`config.mk`:
```
export PLATFORM = sky130hd
export DESIGN_NAME = controlador_configuracion_flat
export DESIGN_NICKNAME = d
export VERILOG_FILES = /design/src/rtl/controlador_configuracion_if.sv /design/src/rtl/controlador_configuracion.sv /design/src/flat_wrapper.sv
export SDC_FILE = /design/constraint.sdc
export NUM_CORES = 1
export LEC_CHECK = 0
export CORE_AREA = 2 2 39 41
export DETAILED_ROUTE_END_ITERATION = 16
export DIE_AREA = 0 0 41 43
export HOLD_SLACK_MARGIN = 0.1
export PLACE_DENSITY = 0.74
export SLEW_MARGIN = 15
export SYNTH_ARGS = -nofsm -noshare
export SYNTH_HDL_FRONTEND = slang
export SYNTH_SLANG_ARGS = --single-unit
```
`constraint.sdc`:
```
create_clock -name clk -period 2.4 [get_ports clk]
set_clock_uncertainty 0.1 [all_clocks]
set_input_delay 0.48 -clock clk [delete_from_list [all_inputs] [get_ports clk]]
set_output_delay 0.48 -clock clk [all_outputs]
set_load 0.05 [all_outputs]
```
`src/rtl/controlador_configuracion_if.sv`:
```
// Button/output bundle between the user-input front end and the configuration controller.
// The master drives the button pulses; the slave (the controller) drives the register-group controls.
interface controlador_configuracion_if;
    logic       btn_hora;
    logic       btn_fecha;
    logic       btn_timer;
    logic       btn_der;
    logic       btn_izq;
    logic       btn_arriba;
    logic       btn_abajo;
    logic [2:0] funcion_conf;
    logic [1:0] campo;
    logic       inc;
    logic       dec;
    logic       escribir;
    logic       en_conf;

    modport master (
        output btn_hora, btn_fecha, btn_timer, btn_der, btn_izq, btn_arriba, btn_abajo,
        input  funcion_conf, campo, inc, dec, escribir, en_conf
    );

    modport slave (
        input  btn_hora, btn_fecha, btn_timer, btn_der, btn_izq, btn_arriba, btn_abajo,
        output funcion_conf, campo, inc, dec, escribir, en_conf
    );
endinterface

```
`src/rtl/controlador_configuracion.sv`:
```
// Clock/calendar/timer configuration controller: selects a register group and field, issues inc/dec and commit pulses.
// Optional inactivity timeout compiled in with `define TIMEOUT_CONF_EN.
module controlador_configuracion #(
    parameter int unsigned TIMEOUT_CICLOS = 100_000_000
) (
    input  logic                          clk,
    input  logic                          reset,
    controlador_configuracion_if.slave    bus
);

    typedef enum logic [2:0] {
        IDLE,
        CONF_HORA,
        CONF_FECHA,
        CONF_TIMER,
        COMMIT
    } estado_t;

    estado_t    estado_q;
    logic [2:0] funcion_q;
    logic [1:0] campo_q;
    logic       inc_q;
    logic       dec_q;
    logic       escribir_q;
    logic       en_conf_q;

    logic       en_edicion;
    logic       cualquier_boton;
    logic       boton_salida;
    logic       timeout;
    logic [1:0] ultimo_campo;
    logic [1:0] campo_d;

    assign en_edicion      = (estado_q == CONF_HORA) || (estado_q == CONF_FECHA) ||
                             (estado_q == CONF_TIMER);
    assign cualquier_boton = bus.btn_hora | bus.btn_fecha | bus.btn_timer | bus.btn_der |
                             bus.btn_izq | bus.btn_arriba | bus.btn_abajo;
    // Fecha has four fields (dia, mes, jahr, dia_semana); hora and timer have three.
    assign ultimo_campo    = (estado_q == CONF_FECHA) ? 2'd3 : 2'd2;

    // NOTE: always_comb assigns every output first, so no path leaves a latch behind.
    always_comb begin
        boton_salida = 1'b0;
        unique case (estado_q)
            CONF_HORA:  boton_salida = bus.btn_hora;
            CONF_FECHA: boton_salida = bus.btn_fecha;
            CONF_TIMER: boton_salida = bus.btn_timer;
            default:    boton_salida = 1'b0;
        endcase
    end

    always_comb begin
        campo_d = campo_q;
        if (bus.btn_der && !bus.btn_izq) begin
            campo_d = (campo_q == ultimo_campo) ? 2'd0 : campo_q + 2'd1;
        end else if (bus.btn_izq && !bus.btn_der) begin
            campo_d = (campo_q == 2'd0) ? ultimo_campo : campo_q - 2'd1;
        end
    end

`ifdef TIMEOUT_CONF_EN
    localparam int unsigned CNT_W = (TIMEOUT_CICLOS > 2) ? $clog2(TIMEOUT_CICLOS) : 1;

    logic [CNT_W-1:0] cnt_q;
    logic [CNT_W-1:0] cnt_d;

    // Idle time only accumulates while editing; any button press restarts it.
    always_comb begin
        cnt_d = cnt_q + CNT_W'(1);
        if (!en_edicion || cualquier_boton) begin
            cnt_d = '0;
        end
    end

    always_ff @(posedge clk) begin
        if (reset) begin
            cnt_q <= '0;
        end else begin
            cnt_q <= cnt_d;
        end
    end

    assign timeout = en_edicion && !cualquier_boton && (cnt_q == CNT_W'(TIMEOUT_CICLOS - 1));
`else
    logic unused_timeout_ciclos;

    assign unused_timeout_ciclos = (TIMEOUT_CICLOS != 0) & cualquier_boton;
    assign timeout               = 1'b0;
`endif

    // NOTE: state registers use non-blocking assignments so every flop samples pre-edge values.
    always_ff @(posedge clk) begin
        if (reset) begin
            estado_q   <= IDLE;
            funcion_q  <= 3'b000;
            campo_q    <= 2'd0;
            inc_q      <= 1'b0;
            dec_q      <= 1'b0;
            escribir_q <= 1'b0;
            en_conf_q  <= 1'b0;
        end else begin
            inc_q      <= 1'b0;
            dec_q      <= 1'b0;
            escribir_q <= 1'b0;
            unique case (estado_q)
                IDLE: begin
                    campo_q <= 2'd0;
                    if (bus.btn_hora) begin
                        estado_q  <= CONF_HORA;
                        funcion_q <= 3'b001;
                        en_conf_q <= 1'b1;
                    end else if (bus.btn_fecha) begin
                        estado_q  <= CONF_FECHA;
                        funcion_q <= 3'b010;
                        en_conf_q <= 1'b1;
                    end else if (bus.btn_timer) begin
                        estado_q  <= CONF_TIMER;
                        funcion_q <= 3'b100;
                        en_conf_q <= 1'b1;
                    end
                end
                CONF_HORA, CONF_FECHA, CONF_TIMER: begin
                    inc_q <= bus.btn_arriba & ~bus.btn_abajo;
                    dec_q <= bus.btn_abajo & ~bus.btn_arriba;
                    if (timeout) begin
                        estado_q  <= IDLE;
                        funcion_q <= 3'b000;
                        campo_q   <= 2'd0;
                        en_conf_q <= 1'b0;
                    end else if (boton_salida) begin
                        estado_q   <= COMMIT;
                        escribir_q <= 1'b1;
                    end else begin
                        campo_q <= campo_d;
                    end
                end
                COMMIT: begin
                    estado_q  <= IDLE;
                    funcion_q <= 3'b000;
                    campo_q   <= 2'd0;
                    en_conf_q <= 1'b0;
                end
                default: begin
                    estado_q  <= IDLE;
                    funcion_q <= 3'b000;
                    campo_q   <= 2'd0;
                    en_conf_q <= 1'b0;
                end
            endcase
        end
    end

    assign bus.funcion_conf = funcion_q;
    assign bus.campo        = campo_q;
    assign bus.inc          = inc_q;
    assign bus.dec          = dec_q;
    assign bus.escribir     = escribir_q;
    assign bus.en_conf      = en_conf_q;

endmodule

```
`src/flat_wrapper.sv`:
```
// flat-port wrapper written by rule: the top's interface ports become plain ports
module controlador_configuracion_flat 
#(
    parameter int unsigned TIMEOUT_CICLOS = 100_000_000
)
  (clk, reset, bus_btn_hora, bus_btn_fecha, bus_btn_timer, bus_btn_der, bus_btn_izq, bus_btn_arriba, bus_btn_abajo, bus_funcion_conf, bus_campo, bus_inc, bus_dec, bus_escribir, bus_en_conf);
  controlador_configuracion_if bus_i ();
  input  logic clk;
  input  logic reset;
  input wire logic [$bits(bus_i.btn_hora)-1:0] bus_btn_hora;
  input wire logic [$bits(bus_i.btn_fecha)-1:0] bus_btn_fecha;
  input wire logic [$bits(bus_i.btn_timer)-1:0] bus_btn_timer;
  input wire logic [$bits(bus_i.btn_der)-1:0] bus_btn_der;
  input wire logic [$bits(bus_i.btn_izq)-1:0] bus_btn_izq;
  input wire logic [$bits(bus_i.btn_arriba)-1:0] bus_btn_arriba;
  input wire logic [$bits(bus_i.btn_abajo)-1:0] bus_btn_abajo;
  output wire logic [$bits(bus_i.funcion_conf)-1:0] bus_funcion_conf;
  output wire logic [$bits(bus_i.campo)-1:0] bus_campo;
  output wire logic [$bits(bus_i.inc)-1:0] bus_inc;
  output wire logic [$bits(bus_i.dec)-1:0] bus_dec;
  output wire logic [$bits(bus_i.escribir)-1:0] bus_escribir;
  output wire logic [$bits(bus_i.en_conf)-1:0] bus_en_conf;
  assign bus_i.btn_hora = bus_btn_hora;
  assign bus_i.btn_fecha = bus_btn_fecha;
  assign bus_i.btn_timer = bus_btn_timer;
  assign bus_i.btn_der = bus_btn_der;
  assign bus_i.btn_izq = bus_btn_izq;
  assign bus_i.btn_arriba = bus_btn_arriba;
  assign bus_i.btn_abajo = bus_btn_abajo;
  assign bus_funcion_conf = bus_i.funcion_conf;
  assign bus_campo = bus_i.campo;
  assign bus_inc = bus_i.inc;
  assign bus_dec = bus_i.dec;
  assign bus_escribir = bus_i.escribir;
  assign bus_en_conf = bus_i.en_conf;
  controlador_configuracion #(.TIMEOUT_CICLOS(TIMEOUT_CICLOS)) u_core (.clk(clk), .reset(reset), .bus(bus_i));
endmodule
```
==> flow_summary.toml <==
[timing]
fin_tns_setup_ns = 0
worst_slew_pin_slew_ns = 0.5000
finalCritPeriodShare_pct = 86.23
rsz0062_at_grt = "false"
slew-limit-headroom_pct = 66.56
max_freq_mhz = 483.2
finalHoldViolCount = 0
setup_viol = 0
final.setup.worst_slack_ns = 0.3305
period_minus_slack_ns = 2.069
drv_slew = 0

[power_and_ir_drop]
powerDensity_nw_per_um2 = 675.4
ir_worst_vdd_uv = 441.3
intPower_mw = 0.3788
p_leak_nw = 0.3055
combPwrFrac_pct = 29.8
power_frac_clock_pct = 28.4
p_switching_mw = 0.1748
seqPwrFrac_pct = 41.9
p_sw_share_pct = 31.57

[yosys]
synth-edff-count = 0
async_flop_share_pct = 0
yosysSeqAreaShare_pct = 40.17
synth_cells = 67
ys.flop_type = "dfxtp_1"
syn_area_um2 = 598.1
syn_area_per_cell_um2 = 8.926
yosysWarnings = 0
ys_ff_latch = 12
synth_cell_types = 28
syn_nets = 78

[setup_path]
path_buf_inv = 1
cp.arrival_ns = 1.49
crit_chain = "clkdlybuf4s50_1"
critPathMaxFanout = 5
slowest_stage = "clkdlybuf4s50_1"
crit_path_start = "u_core.bus.campo[1]"
crit_type = "reg -> out"
rrSetupSlack_ns = 0.80
reg2reg_to = "u_core.bus.campo[1]"
max_stage_delay_ns = 0.83
cp.depth = 1
reg2regPathDepth = 4
startpoint_type = "flip-flop"
worst_setup_path_end_kind = "primary output"
worstPathRequired_ns = 1.82
cpLargestDelayFamily = "buffers and inverters"
crit_end = "bus_campo[1]"
r2r-start = "u_core.estado_q[1]"

[cts]
ctsRootBufferMaster = "clkbuf_4"
cts.sinks = 12
cts_resized = 0
clk_latency_ns = 0.26
cts_setup_buffers = 0
ctsHtreeMaxLevel = 1
tritoncts = "built"
numCtsBuffers = 3
clock_path_buffers = 2
cts-hold-fix-buffers = 0
clkTransAtPathRegs_ns = 0.07

[final_layout]
fill_cells = 138
multiInputGateArea_um2 = 322.8
drive_gt1_share_pct = 12.64
syn2layout_area_growth_pct = 37.03
final_common_cell = "clkdlybuf4s50_1"
nets = 99
final-seq-area_um2 = 240.2
antenna_cells = 0
final_cell_mix = "17 x clkdlybuf4s50_1, 12 x dfxtp_1, 10 x nor2_1"

[grt]
grt_pass1_vias = 457
grt_use_total_pct = 14.49
grt_pass1_wl_um = 1773
antenna_found_initial = 0
grt_overflow = 0
grt_start_max_net_pins = 10

[die]
die-width_um = 41
rows = 14
start_util_pct = 43.22
dieHeight_um = 43
coreArea_um2 = 1384
dieArea_um2 = 1763
io_pins = 18

[min_path]
min_path_cells = 2
hold_path_class = "reg -> reg"

[outcome]
status = "completed"

[detailed_routing]
drc = 0
drtIter0Drc = 4
dr.pass1.iters = 4
postRouteAntennaNets = 0
num_vias = 524
wl_per_cell_um = 10.74
wirelength_um = 1106
viasPerCell = 5.087

[place]
port_buffers = 17
place_worst_setup_slack_ns = 0.2318
hpwl_um = 869.4
place_congestion = 0.7519

[flow_run]
maxCapViolCount = 0
==> worst min-delay path by stage <==
stage,start,endpoint
after floorplan,u_core.estado_q[1],u_core.estado_q[1]
final,u_core.bus.en_conf,u_core.bus.en_conf
after CTS,u_core.bus.en_conf,u_core.bus.en_conf
after global placement,u_core.bus.en_conf,u_core.bus.en_conf
after detailed placement,u_core.bus.en_conf,u_core.bus.en_conf
after global routing,u_core.bus.en_conf,u_core.bus.en_conf
==> cells by family after synthesis <==
kind of cell / count (synthesis) / share of synthesized area [%]
fa+ha+maj: 2 / 4.183
compound gates: 17 / 22.18
flops: 12 / 40.17
mux: 2 / 4.183
buf+inv: 8 / 5.857
simple gates: 26 / 23.43
==> layer usage <==
layer | routed length (µm) | global-route usage, % | vias up
met5 | 0 | 0 | -
met2 | 547 | 24.38 | 12
met4 | 0 | 4.000 | 0
li1 | - | - | 275
met1 | 500 | 16.23 | 237
met3 | 58 | 5.236 | 0
==> power groups by stage <==
| stage | sequential, mW | clock [mW] | combinational, mW |
|---|---|---|---|
| 3_3_place_gp | 0.236 | 0 | 0.164 |
| 5_1_grt | 0.234 | 0.171 | 0.180 |
| 6_report | 0.232 | 0.157 | 0.165 |
| 2_1_floorplan | 0.271 | 0 | 0.0810 |
| 3_5_place_dp | 0.236 | 0 | 0.166 |
| 4_1_cts | 0.232 | 0.160 | 0.167 |
==> synth_stat cells (2+ instances only) <==
cell type   n  share of area, %
a21oi_1     6               5.0
nor2_1     10               6.3
dfxtp_1    12                40
nand2_1     2               1.3
or2_2       2               2.1
nor2b_1     2               2.1
ha_1        2               4.2
inv_1       6               3.8
or3_1       2               2.1
o21ai_0     3               2.5
nor3b_1     3               3.8
==> sequential cells by signal, summed over array words and instances (netlist names) <==
name,flops
u_core.estado_q,3
u_core.bus.escribir,1
u_core.bus.funcion_conf,3
u_core.bus.dec,1
u_core.bus.inc,1
u_core.bus.campo,2
u_core.bus.en_conf,1
==> metrics by stage <==
step                cells  utilization [%]  area, µm²  total power [mW]  hold slack, ns
global route          103            59.22      819.5            0.5854          0.4362
finish                103            59.22      819.5            0.5535          0.3771
CTS                   103            59.22      819.5            0.5587          0.3864
global placement       99            56.60      783.3            0.4005          0.3631
detailed placement     99            56.60      783.3            0.4023          0.3616
floorplan              67                -      598.1            0.3517          0.4451
==> cell type report <==
type,instances,area share (%)
clock buffers,4,4.427
multi-input cells,47,39.39
well taps,16,2.443
inverters,6,2.748
repair buffers,18,21.68
flip-flops and latches,12,29.31
No activity file was read; power rests on OpenSTA's default activity.
